## config.mk

```make
export PLATFORM = sky130hd
export DESIGN_NAME = bfm_adder
export DESIGN_NICKNAME = d
export VERILOG_FILES = /design/src/rtl/bfm_pkg.sv /design/src/rtl/bfm_pipe_reg.sv /design/src/rtl/bfm_adder.sv
export SDC_FILE = /design/constraint.sdc
export NUM_CORES = 1
export LEC_CHECK = 0
export BUFFER_PORTS_ARGS = -buffer_cell sky130_fd_sc_hd__clkbuf_2
export CAP_MARGIN = 20
export CORE_MARGIN = 2
export CORE_UTILIZATION = 36
export DETAILED_ROUTE_END_ITERATION = 8
export GPL_TIMING_DRIVEN = 0
export PLACE_DENSITY = 0.62
export SLEW_MARGIN = 20
export SYNTH_ARGS = -nofsm -noshare
export SYNTH_HDL_FRONTEND = slang
export SYNTH_HIERARCHICAL = 1
export SYNTH_SLANG_ARGS = --single-unit
export TNS_END_PERCENT = 5
```

## constraint.sdc

```tcl
create_clock -name clk_i -period 0.8 [get_ports clk_i]
set_input_delay 0.04 -clock clk_i [delete_from_list [all_inputs] [get_ports clk_i]]
set_output_delay 0.04 -clock clk_i [all_outputs]
set_load 0.005 [all_outputs]
```

## src/rtl/bfm_pkg.sv

```systemverilog
// Shared width, data type and saturation constant for the bfm adder slice.
package bfm_pkg;

    localparam int BFM_DATA_WIDTH = 8;

    typedef logic [BFM_DATA_WIDTH-1:0] bfm_data_t;

    localparam bfm_data_t BFM_SAT_MAX = '1;

endpackage : bfm_pkg

```

## src/rtl/bfm_pipe_reg.sv

```systemverilog
// One pipeline stage of the bfm adder: a DATA_WIDTH register that clears
// asynchronously while reset_i is low.
module bfm_pipe_reg
    import bfm_pkg::*;
#(
    parameter int DATA_WIDTH = BFM_DATA_WIDTH
) (
    input  logic                  clk_i,
    input  logic                  reset_i,
    input  logic [DATA_WIDTH-1:0] d,
    output logic [DATA_WIDTH-1:0] q
);

    always_ff @(posedge clk_i or negedge reset_i) begin
        if (!reset_i) begin
            q <= '0;
        end else begin
            q <= d;
        end
    end

endmodule : bfm_pipe_reg

```

## src/rtl/bfm_adder.sv

```systemverilog
// Registered unsigned adder with PIPE_STAGES (1..4) of latency.
// Build option BFM_SATURATE_EN: clamp to all-ones on carry out instead of wrapping.
module bfm_adder
    import bfm_pkg::*;
#(
    parameter int DATA_WIDTH  = BFM_DATA_WIDTH,
    parameter int PIPE_STAGES = 1
) (
    input  logic                  clk_i,
    input  logic                  reset_i,
    input  logic [DATA_WIDTH-1:0] A_s,
    input  logic [DATA_WIDTH-1:0] B_s,
    output logic [DATA_WIDTH-1:0] res_o
);

    // No valid/ready: every clock edge with reset_i high accepts an operand
    // pair and the matching sum leaves res_o PIPE_STAGES edges later, in order.

    generate
        if (PIPE_STAGES < 1 || PIPE_STAGES > 4) begin : g_bad_stages
            $error("bfm_adder: PIPE_STAGES must be in 1..4");
        end
    endgenerate

    // stage[0] is the combinational sum feeding the first register.
    logic [DATA_WIDTH-1:0] stage [0:PIPE_STAGES];

`ifdef BFM_SATURATE_EN
    logic [DATA_WIDTH:0] sum_full;

    assign sum_full = {1'b0, A_s} + {1'b0, B_s};
    assign stage[0] = sum_full[DATA_WIDTH] ? {DATA_WIDTH{1'b1}}
                                           : sum_full[DATA_WIDTH-1:0];
`else
    // Carry falls off the top, giving wrap-around modulo 2^DATA_WIDTH.
    assign stage[0] = A_s + B_s;
`endif

    generate
        for (genvar i = 0; i < PIPE_STAGES; i++) begin : g_stage
            bfm_pipe_reg #(
                .DATA_WIDTH(DATA_WIDTH)
            ) u_reg (
                .clk_i  (clk_i),
                .reset_i(reset_i),
                .d      (stage[i]),
                .q      (stage[i+1])
            );
        end
    endgenerate

    assign res_o = stage[PIPE_STAGES];

endmodule : bfm_adder

```

==> metrics.cfg <==
[detailed_routing]
via_count = 486
detail_route.first_pass.iterations = 4
detail_route.wl_per_cell_um = 10.93
drt_iter0_drc = 4
postRouteWirelength_mm = 1.049
remaining_drc_errors = 0
viasPerCell = 5.063
detail-route-antenna-nets = 0

[timing]
setup_viol_count_final = 5
grt_setup_unrepaired = true
relative_slew_slack_pct = 80.16
worst_slew_pin_slew_ns = 0.2930
post-route-min-period_ns = 0.9961
post-route-period-util_pct = 124.5
final_max_slew_viol_count = 0
timing.final.hold_violations = 0
final_critical_path_setup_slack_ns = -0.1961
highest_achievable_clock_rate_ghz = 1.004

[cells_and_area]
syn_to_final_growth_pct = 49.88
design.final.nets = 109
antenna_cells_inserted = 0
final_layout_size_suffix_gt1_share_pct = 50.62
footprint_of_the_multi_input_gates_um2 = 386.6
sequential_cell_area_um2 = 200.2
num-fill-cells = 118
fin_util_pct = 59.76
top_regs = g_stage.u_reg/q: 8 flops
max_flop_register = g_stage.u_reg/q
largest_register_ff_count = 8

[floorplanning]
dieArea_um2 = 1801
die_width_um = 42.44
start_util_pct = 39.87
io_pins = 26
floorplan.rows = 13
die_height_um = 42.44
core_area_um2 = 1334

[status]
violations = negative setup slack
outcome = complete, but fails checks

[cts]
number_of_clock_buffers_inserted_by_tritoncts = 3
clkTransAtPathRegs_ns = 0.05
clock_sinks = 8
max-clock-path-buffers = 2
cts.root.buffer_cell = clkbuf_4
h-tree-depth = 1
cts_tree = done

[critical_path]
critical_path.top_delay_family = compound AO/OA/AOI/OAI gates
cp_slowest_cell = o31a_1
cp_max_fo = 3
critical_path.max_stage_delay_ns = 0.26
timing.critical_path.required_ns = 0.94
worstSetupStartpointType = input port
endpoint_kind = flop
worst-path-buf-inv = 2
critical_path.startpoint = B_s[0]
crit_path_cell_trace = clkbuf_2, ha_4, inv_2, fa_2, nor2b_4, o31a_1, o311ai_2
worst-endpoint-arrival_ns = 1.13
path_class = in2reg

[synthesis]
fraction_of_the_mapped_netlist_area_in_compound_gates_pct = 23.29
post_synth_mux_area_share_pct = 0
ys_seq_area_share_pct = 37.65
synth_top_cells_by_area = dfrtp_1 (38%), ha_1 (16%), a21oi_1 (4.7%)
ys.warnings.count = 6
synthesis.area_per_instance_um2 = 10.64
synth_top_family_by_area = compound AO/OA/AOI/OAI gates
synth.largest_area_cell = dfrtp_1
post_syn_area_um2 = 531.8
synth_fa_ha_area_share_pct = 20.24
distinct_cell_type_count_after_synthesis = 24
synthXorXnorAreaFrac_pct = 6.588
netlist_instances = 50
synth.ff_latch_count = 8
yosysTopAreaCellShare_pct = 37.65
synth_area_in_simple_gates_pct = 8.706
syn_nets = 76

[placement]
gpl.final_weighted_congestion = 0.7337
detailedPlace.worstSlack_ns = -0.5820
port_buffer_count = 25
post-dp-hpwl_um = 906.5

[global_routing]
grt_usage_pct = 12.54
grt_pass1_vias = 417
grt_start_max_net_pins = 9
antenna_found_initial = 0
global_route_overflow = 0
first_pass_grt_wire_length_mm = 1.669

[worst_hold_path]
hold_path_class = in2reg
worstHoldStart = A_s[0]

[pwr]
p_leak_nw = 0.3807
fin_total_pwr_w = 0.001228
ir_worst_vdd_mv = 0.5530
power.density_nw_per_um2 = 1541

[job]
maxCapViolCount = 0

==> metrics by stage <==
| step | instances | hold slack, ns | TNS [ns] | instance area, µm² |
|---|---|---|---|---|
| 2_1_floorplan | 50 | -0.2556 | -1.116 | 546.8 |
| 3_3_place_gp | 90 | -0.1105 | -2.451 | 690.7 |
| 3_5_place_dp | 90 | -0.1102 | -2.552 | 690.7 |
| 4_1_cts | 96 | 0.02991 | -0.4725 | 790.8 |
| 5_1_grt | 96 | 0.02486 | -0.4566 | 797.0 |
| 6_report | 96 | 0.03870 | -0.3612 | 797.0 |
==> path summary, 6_finish.rpt <==
kind / end / slack, ns / depth (start not counted)
max: g_stage[0].u_reg/q[6] / -0.20 / 7
min: g_stage[0].u_reg/q[0] / 0.04 / 2
max in group asynchronous: g_stage[0].u_reg/q[5] / 0.47 / 2
min in group asynchronous: g_stage[0].u_reg/q[0] / 0.16 / 2
==> per-layer routing <==
layer / global-route usage (%) / wire (µm)
met5: 0 / 0
met4: 9.375 / 6
met3: 3.448 / 68
met2: 20.62 / 507
met1: 13.53 / 467
==> power by group <==
part / total (W) / internal [W] / leakage, nW / switching, W
registers: 0.000491 / 0.000474 / 0.0932 / 0.0000166
logic: 0.000449 / 0.000234 / 0.274 / 0.000215
clock network: 0.000288 / 0.000170 / 0.0138 / 0.000117
==> area by class of cell <==
type / instances / area share [%]
well taps: 15 / 2.355
repair buffers: 28 / 18.84
inverters: 5 / 2.355
clock buffers: 3 / 2.826
flip-flops and latches: 8 / 25.12
multi-input cells: 37 / 48.51
==> placed cells by master, fill, tap and decap left out, types with 2 or more instances in the layout <==
cell type and count:
dfrtp_1 8, o211ai_1 3, ha_1 4, xnor2_1 2, clkbuf_2 25, inv_1 4, a21oi_2 2, a21oi_1 3
clkbuf_4 3, ha_4 3, buf_4 2, xor2_1 2
==> synth_stat cells <==
| cell | n |
|---|---|
| a21o_1 | 1 |
| nand2_1 | 1 |
| o21a_1 | 1 |
| ha_1 | 7 |
| a211oi_1 | 1 |
| fa_1 | 1 |
| o31a_1 | 1 |
| o311ai_1 | 1 |
| o311ai_0 | 1 |
| o2bb2ai_1 | 1 |
| inv_1 | 5 |
| a21oi_1 | 5 |
| o211ai_1 | 3 |
| o21ai_0 | 2 |
| xnor2_1 | 2 |
| dfrtp_1 | 8 |
| nor3_1 | 1 |
| nand2b_1 | 1 |
| xor2_1 | 2 |
| nor3b_1 | 1 |
| nor2b_4 | 1 |
| a221oi_1 | 1 |
| nor2_1 | 1 |
| nor2b_1 | 1 |
==> repair_timing <==
action	4_1_cts	5_1_grt
gates resized for setup	8	2
cloned	0	0
endpoints found under the setup margin	4	5
pin swaps	7	2
hold buffers	1	0
setup buffers	2	0
endpoints found under the hold margin	8	0
==> logic make-up after synthesis <==
logic type,count (synthesis)
simple gates,7
compound gates,18
xor+xnor,4
buf+inv,5
fa+ha+maj,8
flops,8
(Power assumes the default switching activity.)
